### src/rtl/multicycle_ctrl_hs_if.sv
// Handshake/control bundle between the instruction register, memory port and datapath
// and the multicycle controller.
interface multicycle_ctrl_hs_if;
  logic [6:0] opcode;
  logic [2:0] funct3;
  logic       overflow;
  logic       memAck;
  logic       memReq;
  logic       instWrite;
  logic [3:0] instType;
  logic       regWrite;
  logic       aluSrcA;
  logic       memRead;
  logic       memWrite;
  logic       memToReg;
  logic       isFetch;
  logic       isJump;
  logic       isBranch;
  logic       reversedZFlag;
  logic [1:0] aluSrcB;
  logic       trap;
  logic [1:0] trapCause;
  logic       retire;
  logic [2:0] stateOut;

  // Controller side: it is the requester on the memory port.
  modport master (
    input  opcode, funct3, overflow, memAck,
    output memReq, instWrite, instType, regWrite, aluSrcA, memRead, memWrite,
           memToReg, isFetch, isJump, isBranch, reversedZFlag, aluSrcB,
           trap, trapCause, retire, stateOut
  );

  modport slave (
    output opcode, funct3, overflow, memAck,
    input  memReq, instWrite, instType, regWrite, aluSrcA, memRead, memWrite,
           memToReg, isFetch, isJump, isBranch, reversedZFlag, aluSrcB,
           trap, trapCause, retire, stateOut
  );
endinterface

### src/rtl/multicycle_ctrl_hs.sv
// RV32I multicycle control FSM with memory req/ack handshake, wait-state timeout,
// illegal-opcode detection and optional ALU-overflow trap.
//
// state      | meaning
// IDLE       | after reset; all outputs low
// FETCH      | instruction read request, wait for memAck
// DECODE     | latch opcode/funct3, reject unknown opcodes
// EXECUTE    | ALU operation; branches retire here
// MEM_ACCESS | data load/store request, wait for memAck
// WRITEBACK  | register write and retire
// TRAP       | sticky until reset; trapCause holds the reason
module multicycle_ctrl_hs #(
  parameter int MEM_TIMEOUT = 15,
  parameter bit TRAP_ON_OVF = 1'b0,
  parameter int CNT_W       = (MEM_TIMEOUT > 0) ? $clog2(MEM_TIMEOUT + 1) : 1
) (
  input logic                  CLK,
  input logic                  RES_N,
  multicycle_ctrl_hs_if.master bus
);

  localparam logic [2:0] S_IDLE    = 3'b000;
  localparam logic [2:0] S_FETCH   = 3'b001;
  localparam logic [2:0] S_DECODE  = 3'b010;
  localparam logic [2:0] S_EXECUTE = 3'b011;
  localparam logic [2:0] S_MEM     = 3'b100;
  localparam logic [2:0] S_WB      = 3'b101;
  localparam logic [2:0] S_TRAP    = 3'b111;

  localparam logic [3:0] T_NONE  = 4'd0;
  localparam logic [3:0] T_R     = 4'd1;
  localparam logic [3:0] T_I     = 4'd2;
  localparam logic [3:0] T_JALR  = 4'd3;
  localparam logic [3:0] T_LOAD  = 4'd4;
  localparam logic [3:0] T_STORE = 4'd5;
  localparam logic [3:0] T_B     = 4'd6;
  localparam logic [3:0] T_JAL   = 4'd7;
  localparam logic [3:0] T_LUI   = 4'd8;
  localparam logic [3:0] T_AUIPC = 4'd9;

  localparam logic [1:0] C_TIMEOUT = 2'b01;
  localparam logic [1:0] C_ILLEGAL = 2'b10;
  localparam logic [1:0] C_OVF     = 2'b11;

  localparam bit               TMO_EN = (MEM_TIMEOUT != 0);
  localparam logic [CNT_W-1:0] TMO    = CNT_W'(MEM_TIMEOUT);

  function automatic logic [3:0] itype_of(input logic [6:0] op);
    case (op)
      7'b0110011: itype_of = T_R;
      7'b0010011: itype_of = T_I;
      7'b1100111: itype_of = T_JALR;
      7'b0000011: itype_of = T_LOAD;
      7'b0100011: itype_of = T_STORE;
      7'b1100011: itype_of = T_B;
      7'b1101111: itype_of = T_JAL;
      7'b0110111: itype_of = T_LUI;
      7'b0010111: itype_of = T_AUIPC;
      default:    itype_of = T_NONE;
    endcase
  endfunction

  logic [2:0]       state_q, state_d;
  logic [CNT_W-1:0] wait_cnt_q, wait_cnt_d;
  logic [6:0]       op_q, op_d;
  logic             f3_lsb_q, f3_lsb_d;
  logic [1:0]       cause_q, cause_d;

  logic [3:0]       ity;
  logic             tmo_hit;
  logic [CNT_W-1:0] wait_cnt_inc;
  logic             ovf_trap;

  assign ity          = itype_of(op_q);
  assign tmo_hit      = TMO_EN && (wait_cnt_q == TMO);
  assign wait_cnt_inc = (wait_cnt_q == TMO) ? wait_cnt_q : wait_cnt_q + CNT_W'(1);
  assign ovf_trap     = TRAP_ON_OVF && bus.overflow && ((ity == T_R) || (ity == T_I));

  // wait_cnt_d defaults to zero, so every state change clears the counter.
  always_comb begin
    state_d    = state_q;
    wait_cnt_d = '0;
    op_d       = op_q;
    f3_lsb_d   = f3_lsb_q;
    cause_d    = cause_q;
    case (state_q)
      S_IDLE: state_d = S_FETCH;
      S_FETCH: begin
        if (bus.memAck) begin
          state_d = S_DECODE;
        end else if (tmo_hit) begin
          state_d = S_TRAP;
          cause_d = C_TIMEOUT;
        end else begin
          wait_cnt_d = wait_cnt_inc;
        end
      end
      S_DECODE: begin
        op_d     = bus.opcode;
        f3_lsb_d = bus.funct3[0];
        if (itype_of(bus.opcode) == T_NONE) begin
          state_d = S_TRAP;
          cause_d = C_ILLEGAL;
        end else begin
          state_d = S_EXECUTE;
        end
      end
      S_EXECUTE: begin
        if (ovf_trap) begin
          state_d = S_TRAP;
          cause_d = C_OVF;
        end else if (ity == T_B) begin
          state_d = S_FETCH;
        end else if ((ity == T_LOAD) || (ity == T_STORE)) begin
          state_d = S_MEM;
        end else begin
          state_d = S_WB;
        end
      end
      S_MEM: begin
        if (bus.memAck) begin
          state_d = (ity == T_STORE) ? S_FETCH : S_WB;
        end else if (tmo_hit) begin
          state_d = S_TRAP;
          cause_d = C_TIMEOUT;
        end else begin
          wait_cnt_d = wait_cnt_inc;
        end
      end
      S_WB:    state_d = S_FETCH;
      S_TRAP:  state_d = S_TRAP;
      default: state_d = S_IDLE;
    endcase
  end

  always_ff @(posedge CLK or negedge RES_N) begin
    if (!RES_N) begin
      state_q    <= S_IDLE;
      wait_cnt_q <= '0;
      op_q       <= '0;
      f3_lsb_q   <= 1'b0;
      cause_q    <= '0;
    end else begin
      state_q    <= state_d;
      wait_cnt_q <= wait_cnt_d;
      op_q       <= op_d;
      f3_lsb_q   <= f3_lsb_d;
      cause_q    <= cause_d;
    end
  end

  always_comb begin
    bus.memReq        = 1'b0;
    bus.instWrite     = 1'b0;
    bus.instType      = T_NONE;
    bus.regWrite      = 1'b0;
    bus.aluSrcA       = 1'b0;
    bus.memRead       = 1'b0;
    bus.memWrite      = 1'b0;
    bus.memToReg      = 1'b0;
    bus.isFetch       = 1'b0;
    bus.isJump        = 1'b0;
    bus.isBranch      = 1'b0;
    bus.reversedZFlag = 1'b0;
    bus.aluSrcB       = 2'b00;
    bus.trap          = 1'b0;
    bus.trapCause     = 2'b00;
    bus.retire        = 1'b0;
    bus.stateOut      = state_q;
    case (state_q)
      S_FETCH: begin
        bus.memReq    = 1'b1;
        bus.memRead   = 1'b1;
        bus.isFetch   = 1'b1;
        bus.instWrite = bus.memAck;
      end
      S_EXECUTE: begin
        bus.instType = ity;
        case (ity)
          T_I, T_LOAD, T_STORE, T_LUI: bus.aluSrcB = 2'b10;
          T_AUIPC: begin
            bus.aluSrcA = 1'b1;
            bus.aluSrcB = 2'b10;
          end
          T_JALR: begin
            bus.aluSrcA = 1'b1;
            bus.aluSrcB = 2'b11;
            bus.isJump  = 1'b1;
          end
          T_JAL: bus.isJump = 1'b1;
          T_B: begin
            bus.isBranch      = 1'b1;
            bus.reversedZFlag = f3_lsb_q;
            bus.retire        = 1'b1;
          end
          default: ;
        endcase
      end
      S_MEM: begin
        bus.memReq   = 1'b1;
        bus.memRead  = (ity == T_LOAD);
        bus.memWrite = (ity == T_STORE);
        bus.aluSrcB  = 2'b10;
        bus.retire   = bus.memAck && (ity == T_STORE);
      end
      S_WB: begin
        bus.regWrite = 1'b1;
        bus.retire   = 1'b1;
        bus.memToReg = (ity == T_LOAD);
        bus.isJump   = (ity == T_JAL) || (ity == T_JALR);
      end
      S_TRAP: begin
        bus.trap      = 1'b1;
        bus.trapCause = cause_q;
      end
      default: ;
    endcase
  end

endmodule
### src/flat_wrapper.sv
// flat-port wrapper written by rule: the top's interface ports become plain ports
module multicycle_ctrl_hs_flat 
#(
  parameter int MEM_TIMEOUT = 15,
  parameter bit TRAP_ON_OVF = 1'b0,
  parameter int CNT_W       = (MEM_TIMEOUT > 0) ? $clog2(MEM_TIMEOUT + 1) : 1
)
  (CLK, RES_N, bus_opcode, bus_funct3, bus_overflow, bus_memAck, bus_memReq, bus_instWrite, bus_instType, bus_regWrite, bus_aluSrcA, bus_memRead, bus_memWrite, bus_memToReg, bus_isFetch, bus_isJump, bus_isBranch, bus_reversedZFlag, bus_aluSrcB, bus_trap, bus_trapCause, bus_retire, bus_stateOut);
  multicycle_ctrl_hs_if bus_i ();
  input logic CLK;
  input logic RES_N;
  input wire logic [$bits(bus_i.opcode)-1:0] bus_opcode;
  input wire logic [$bits(bus_i.funct3)-1:0] bus_funct3;
  input wire logic [$bits(bus_i.overflow)-1:0] bus_overflow;
  input wire logic [$bits(bus_i.memAck)-1:0] bus_memAck;
  output wire logic [$bits(bus_i.memReq)-1:0] bus_memReq;
  output wire logic [$bits(bus_i.instWrite)-1:0] bus_instWrite;
  output wire logic [$bits(bus_i.instType)-1:0] bus_instType;
  output wire logic [$bits(bus_i.regWrite)-1:0] bus_regWrite;
  output wire logic [$bits(bus_i.aluSrcA)-1:0] bus_aluSrcA;
  output wire logic [$bits(bus_i.memRead)-1:0] bus_memRead;
  output wire logic [$bits(bus_i.memWrite)-1:0] bus_memWrite;
  output wire logic [$bits(bus_i.memToReg)-1:0] bus_memToReg;
  output wire logic [$bits(bus_i.isFetch)-1:0] bus_isFetch;
  output wire logic [$bits(bus_i.isJump)-1:0] bus_isJump;
  output wire logic [$bits(bus_i.isBranch)-1:0] bus_isBranch;
  output wire logic [$bits(bus_i.reversedZFlag)-1:0] bus_reversedZFlag;
  output wire logic [$bits(bus_i.aluSrcB)-1:0] bus_aluSrcB;
  output wire logic [$bits(bus_i.trap)-1:0] bus_trap;
  output wire logic [$bits(bus_i.trapCause)-1:0] bus_trapCause;
  output wire logic [$bits(bus_i.retire)-1:0] bus_retire;
  output wire logic [$bits(bus_i.stateOut)-1:0] bus_stateOut;
  assign bus_i.opcode = bus_opcode;
  assign bus_i.funct3 = bus_funct3;
  assign bus_i.overflow = bus_overflow;
  assign bus_i.memAck = bus_memAck;
  assign bus_memReq = bus_i.memReq;
  assign bus_instWrite = bus_i.instWrite;
  assign bus_instType = bus_i.instType;
  assign bus_regWrite = bus_i.regWrite;
  assign bus_aluSrcA = bus_i.aluSrcA;
  assign bus_memRead = bus_i.memRead;
  assign bus_memWrite = bus_i.memWrite;
  assign bus_memToReg = bus_i.memToReg;
  assign bus_isFetch = bus_i.isFetch;
  assign bus_isJump = bus_i.isJump;
  assign bus_isBranch = bus_i.isBranch;
  assign bus_reversedZFlag = bus_i.reversedZFlag;
  assign bus_aluSrcB = bus_i.aluSrcB;
  assign bus_trap = bus_i.trap;
  assign bus_trapCause = bus_i.trapCause;
  assign bus_retire = bus_i.retire;
  assign bus_stateOut = bus_i.stateOut;
  multicycle_ctrl_hs #(.MEM_TIMEOUT(MEM_TIMEOUT), .TRAP_ON_OVF(TRAP_ON_OVF), .CNT_W(CNT_W)) u_core (.CLK(CLK), .RES_N(RES_N), .bus(bus_i));
endmodule
### config.mk
export PLATFORM = sky130hd
export DESIGN_NAME = multicycle_ctrl_hs_flat
export DESIGN_NICKNAME = d
export VERILOG_FILES = /design/src/rtl/multicycle_ctrl_hs_if.sv /design/src/rtl/multicycle_ctrl_hs.sv /design/src/flat_wrapper.sv
export SDC_FILE = /design/constraint.sdc
export NUM_CORES = 1
export LEC_CHECK = 0
export CAP_MARGIN = 5
export CORE_MARGIN = 2
export CORE_UTILIZATION = 45
export CTS_BUF_LIST = sky130_fd_sc_hd__clkbuf_16
export DETAILED_ROUTE_END_ITERATION = 7
export PLACE_DENSITY = 0.87
export SLEW_MARGIN = 10
export SYNTH_ARGS = -nofsm -noshare
export SYNTH_HDL_FRONTEND = slang
export SYNTH_SLANG_ARGS = --single-unit
### constraint.sdc
create_clock -name CLK -period 2.4 [get_ports CLK]
set_clock_uncertainty 0.2 [all_clocks]
set_input_delay 0.6 -clock CLK [delete_from_list [all_inputs] [get_ports CLK]]
set_output_delay 0.6 -clock CLK [all_outputs]
set_load 0.005 [all_outputs]
==> flow_summary.ini, run 1 <==
[logic_synthesis]
synth_edf_count = 0
ys_seq_area_share_pct = 37.4
yosysMostFrequentCell = dfrtp_1
synth_area_mm2 = 0.00114
yosysWarnings = 0
yosys_register_bits = 17
avgSynthCellArea_um2 = 9.02
post-synth-top-area-cell = dfrtp_1
synthTopCellsByArea = dfrtp_1 (37%), mux2_2 (6.9%), nand2b_1 (3.9%), a21oi_1 (3.5%), and2_1 (3.3%)
synthCells = 126
yosysUniqueCellTypes = 40
synth.top_cell.area_share_pct = 37.4
synth_flop_cell = dfrtp_1
async_flop_share_pct = 100
yosys-top-cells-count = dfrtp_1 (17), nor2_1 (9), a21oi_1 (8)
synth_nets = 141

[drt]
drc = 0
routed_wl_um = 4550
via_per_inst = 5.81
wire_per_inst_um = 19.2
detail-route-antenna-nets = 0
first_pass_iters = 4
num_vias = 1378
drtIter0Drc = 36

[place]
post-dp-hpwl_um = 2340
port_buffers = 34
pre_cts_ws_ps = -382
place_inst = 211
globalplace.congestion = 0.875

[finish]
areaGrowthSynthToFinish_pct = 79.8
utilization_pct = 84.0
finalNetCount = 223
n_antenna_cell = 0
fin_cells = 237
drive_above_1_share_pct = 51.7

[global_route]
grt_pass1_vias = 1311
grt-busiest-layer = met2
grt_pass1_wl_um = 6370
antenna_found_initial = 0
track_usage_pct = 30.8
grt_overflow = 0
grt_util_met1_pct = 37.9
grtUsageMet3_pct = 4.64
grt_start_max_net_pins = 18
grt_use_met2_pct = 52.2

[pwr]
max-vdd-ir-drop_v = 0.000970
finalPower_uw = 2550
leakage_uw = 0.000991
power.density_mw_per_mm2 = 1250

[floorplan]
io_pins = 38
core_area_mm2 = 0.00243
die_h_um = 54.2
chipWidth_um = 54.2
rows = 18
die_area_mm2 = 0.00294
initial_core_util_pct = 46.7

[clock_tree]
clk_pin_slew_worst_paths_ps = 50
numCtsBuffers = 3
cts.sinks = 17
cts_tree = built
cts_root_buf = clkbuf_16
worst_skew_pair.late_latency_ps = 250
cts-htree-levels = 1
cts.path.max_buffers = 2

[sta]
setup_ws_ps = -222
final_max_slew_viol_count = 0
hold_viol_final = 0
max_freq_mhz = 381
tns_ps = -923
post-route-period-util_pct = 109
rsz0062_at_grt = yes
setup_viol = 9
fin_crit_ps = 2620
worstMarginPinSlew_ps = 278
max_slew_margin_pct = 81.4

[critical_path]
crit_required_ps = 1600
end_kind = output port
critPathMaxStageDelay_ps = 430
cp_cell_sequence = nand3b_1 -> nor4b_4 -> buf_4 -> buf_4 -> o21bai_1 -> buf_2
cp_slowest_cell = dfrtp_1
critPathLaunchType = register
ff2ff_path_depth = 8
cpMostUsedCell = buf_4
path_max_fanout = 4
path_class = register to output port
arrival_ps = 1820

[outcome]
outcome = finished with violations
violations = setup timing

[job]
cap_violations = 0

[min_path]
hold_depth = 1
min-delay-path-class = register to register
path summary, 6_finish.rpt:
check / slack [ps] / from / to
worst min register to register: 290 / u_core.wait_cnt_q[0]$_DFF_PN0_ / u_core.wait_cnt_q[0]$_DFF_PN0_
worst min-delay path: 290 / u_core.wait_cnt_q[0]$_DFF_PN0_ / u_core.wait_cnt_q[0]$_DFF_PN0_
min in group asynchronous: 500 / RES_N / u_core.bus.stateOut[1]$_DFF_PN0_
worst max-delay path: -220 / u_core.op_q[4]$_DFFE_PN0P_ / bus_retire
max in group asynchronous: 1290 / RES_N / u_core.bus.stateOut[0]$_DFF_PN0_
worst max register to register: 420 / u_core.bus.stateOut[0]$_DFF_PN0_ / u_core.cause_q[0]$_DFFE_PN0P_
logic make-up (layout without fill, tap and decap cells):
logic type	Yosys count	count (layout)	synth area share, %
buffers and inverters	14	95	6.06
muxes	7	7	6.94
AOI/OAI and AO/OA	24	24	14.0
xor gates and xnor gates	3	3	2.31
and+or+nand+nor	60	60	32.2
DFF	17	17	37.4
adders and majority gates	1	1	1.10
per-stage QoR:
stage | cell area (um2) | hold slack (ps)
finish | 2040 | 288
global route | 2040 | 309
CTS | 1940 | 283
detailed placement | 1690 | 269
global placement | 1690 | 247
floorplan | 1140 | 104
power breakdown:
group          switching [uW]  total, uW  internal, uW
combinational             767       1700           936
clock                     110        332           221
sequential                111        512           401
total                     989       2550          1560
final cells by class:
cell class | count | area [um2]
Clock inverter | 1 | 3.75
Timing Repair Buffer | 85 | 716
Sequential cell | 17 | 427
Fill cell | 133 | 389
Clock buffer | 3 | 75.1
Inverter | 6 | 22.5
Multi-Input combinational cell | 95 | 762
Tap cell | 30 | 37.5
metal layers:
layer  vias up  wire [um]
li1        603          -
met1       675       1720
met2        75       2320
met3        25        327
met4         0        185
met5         -          0
critical path, delay by kind of cell, from the launching register on:
kind | cells | cell delay (ps)
buffers and inverters | 3 | 390
DFF | 1 | 430
AOI/OAI and AO/OA | 1 | 100
and+or+nand+nor | 2 | 640
placed cells by master, fill, tap and decap left out, types with 2 or more instances in the layout:
cell type,synthesis,layout
a21o_1,2,2
clkdlybuf4s50_1,0,12
xnor2_1,2,2
nand2_1,7,6
nand2b_4,0,2
mux2_2,7,7
clkbuf_16,0,3
dfrtp_1,17,16
nand2b_1,7,5
a211oi_1,3,2
dlygate4sd2_1,0,5
nand3_1,4,3
buf_4,3,39
nor2b_1,4,2
buf_6,0,16
buf_2,4,9
and2_4,0,3
nor2_1,9,5
and2_1,6,3
nor3_1,7,5
inv_1,5,6
o21bai_1,2,2
a21oi_1,8,7
nor2b_4,0,2
nand4_1,2,2
nor3_2,0,2
clkbuf_2,0,2
nor2_2,0,3
nand3b_1,3,3
o21ai_2,1,2
o21ai_0,4,3
state kept, by name, summed over array words and instances, names as in the netlist:
name,count
u_core.wait_cnt_q,4
u_core.op_q,7
u_core.f3_lsb_q,1
u_core.bus.stateOut,3
u_core.cause_q,2
repair_timing:
action / CTS / global route
setup endpoints to repair: 21 / 17
hold buffers: 0 / 0
setup buffers: 18 / 5
resized for setup: 79 / 29
pin swaps: 16 / 6
(Power assumes the default switching activity.)
==> run 2, diff against run 1 <==
CORE_ASPECT_RATIO = 1.25   (was default)
==> flow_summary.ini, run 2 (synthesis gave the netlist of run 1 again) <==
[clock_tree]
worst_skew_pair.late_latency_ps = 260
cts_hold_buf = 0
clk_pin_slew_worst_paths_ps = 50
cts.sinks = 17
cts-htree-levels = 1
cts.path.max_buffers = 2
cts_tree = built
numCtsBuffers = 3
cts_root_buf = clkbuf_16

[global_route]
antenna_found_initial = 0
grt_overflow = 0
grt_pass1_vias = 1388
grt_pass1_wl_um = 6910
grt_start_max_net_pins = 18
track_usage_pct = 31.7

[sta]
rsz0062_at_grt = yes
final_max_slew_viol_count = 0
fin_hold_ws_ps = 294
setup_ws_ps = -178
worstMarginPinSlew_ps = 321
post-route-period-util_pct = 107
max_slew_margin_pct = 78.4
hold_viol_final = 0
fin_crit_ps = 2580
setup_viol = 11
max_freq_mhz = 388
tns_ps = -1010

[critical_path]
end_kind = output port
crit_required_ps = 1600
arrival_ps = 1780
regToRegSetupSlack_ps = 410
regToRegEndpoint = u_core.bus.stateOut[2]$_DFF_PN0_
path_max_fanout = 3
worstReg2RegStart = u_core.bus.stateOut[2]$_DFF_PN0_
ff2ff_path_depth = 6
critPathLaunchType = register
path_class = register to output port

[pwr]
leakage_uw = 0.000995
max-vdd-ir-drop_v = 0.000884
power.density_mw_per_mm2 = 1230

[place]
port_buffers = 34
placed_area_mm2 = 0.00170
place_inst = 216
post-dp-hpwl_um = 2580
globalplace.congestion = 0.781

[drt]
wl_met3_um = 263
highest_layer = met4
first_pass_iters = 4
drtIter0Drc = 54
wire_per_inst_um = 18.8
drt-met1-wl_um = 1770
routed_wl_um = 4580
num_vias = 1356
via_per_inst = 5.56
wl_met2_um = 2460
detail-route-antenna-nets = 0
drc = 0

[finish]
finalNetCount = 227
largest_reg_flops = 7
design_area_mm2 = 0.00206
fin_cells = 244
utilization_pct = 84.7
multi_input_area_um2 = 782
area.sequential_um2 = 428
layout_commonest_cell = buf_4
fillCellCount = 119
layout_common_cells = buf_4 (45), dfrtp_1 (15), clkdlybuf4s50_1 (13), buf_2 (10), buf_6 (10)
n_antenna_cell = 0
areaGrowthSynthToFinish_pct = 81.1
drive_above_1_share_pct = 53.1
regMostFlops = u_core.op_q

[min_path]
min_from = u_core.wait_cnt_q[0]$_DFF_PN0_
hold_depth = 1
min-delay-path-class = register to register
hold_end = u_core.wait_cnt_q[0]$_DFF_PN0_

[floorplan]
core_area_mm2 = 0.00243
initial_core_util_pct = 46.8
io_pins = 38
die_h_um = 60.2
die_area_mm2 = 0.00294
rows = 20
chipWidth_um = 48.9

[outcome]
outcome = finished with violations
violations = setup timing

[job]
cap_violations = 0
## run 2: cell types whose count changed in the layout (fill, tap and decap cells not counted), sizes merged
| cell | delta |
|---|---|
| buf | +1 |
| clkdlybuf4s50 | +1 |
| dlymetal6s2s | -1 |
| clkbuf | +4 |
| clkdlybuf4s15 | -1 |
## run 2: final cells by class
class | instances | share of cell area (%)
clock buffer | 3 | 3.65
clock inverter | 1 | 0.182
inverter | 6 | 1.09
multi-input combinational | 95 | 38.0
sequential | 17 | 20.8
tap | 33 | 2.01
timing repair buffer | 89 | 34.2
## run 2: where the power goes
group | switching [uW] | internal (uW) | total (uW)
registers | 118 | 403 | 521
logic | 747 | 922 | 1670
clock network | 118 | 222 | 340
## run 2: worst max path at each step
stage                                           startpoint              to  slack (ps)  cells past startpoint
final                           u_core.op_q[6]$_DFFE_PN0P_      bus_retire        -180                      8
after global routing            u_core.op_q[6]$_DFFE_PN0P_      bus_retire        -260                      8
after CTS                 u_core.bus.stateOut[2]$_DFF_PN0_  bus_aluSrcB[0]        -150                      6
after detailed placement                        bus_memAck      bus_retire        -400                      5
after global placement                          bus_memAck      bus_retire        -340                      5
after floorplan           u_core.bus.stateOut[0]$_DFF_PN0_     bus_aluSrcA         310                      5
## run 2: stage by stage
| stage | setup WS (ps) | total power (uW) |
|---|---|---|
| 2_1_floorplan | 311 | 1060 |
| 3_5_place_dp | -398 | 1660 |
| 4_1_cts | -147 | 2260 |
| 5_1_grt | -259 | 2640 |
| 6_report | -178 | 2530 |
| 3_3_place_gp | -344 | 1610 |
## run 2: repair_timing
action | in CTS | in global routing
setup endpoints to repair | 20 | 17
buffers inserted | 17 | 8
resized for setup | 80 | 26
pin swaps | 11 | 8
## run 2: routing by layer
layer	GRT usage, %	vias up
met1	37.2	668
met2	56.6	65
li1	-	614
met3	7.25	9
met5	0	-
met4	12.2	0
## run 2: worst max-delay path, stage by stage (launching register included)
cell	delay, ps
dfrtp_1	420
buf_4	130
nand3b_1	130
nor4b_4	240
buf_4	150
buf_4	100
buf_4	100
o21bai_1	100
buf_2	130
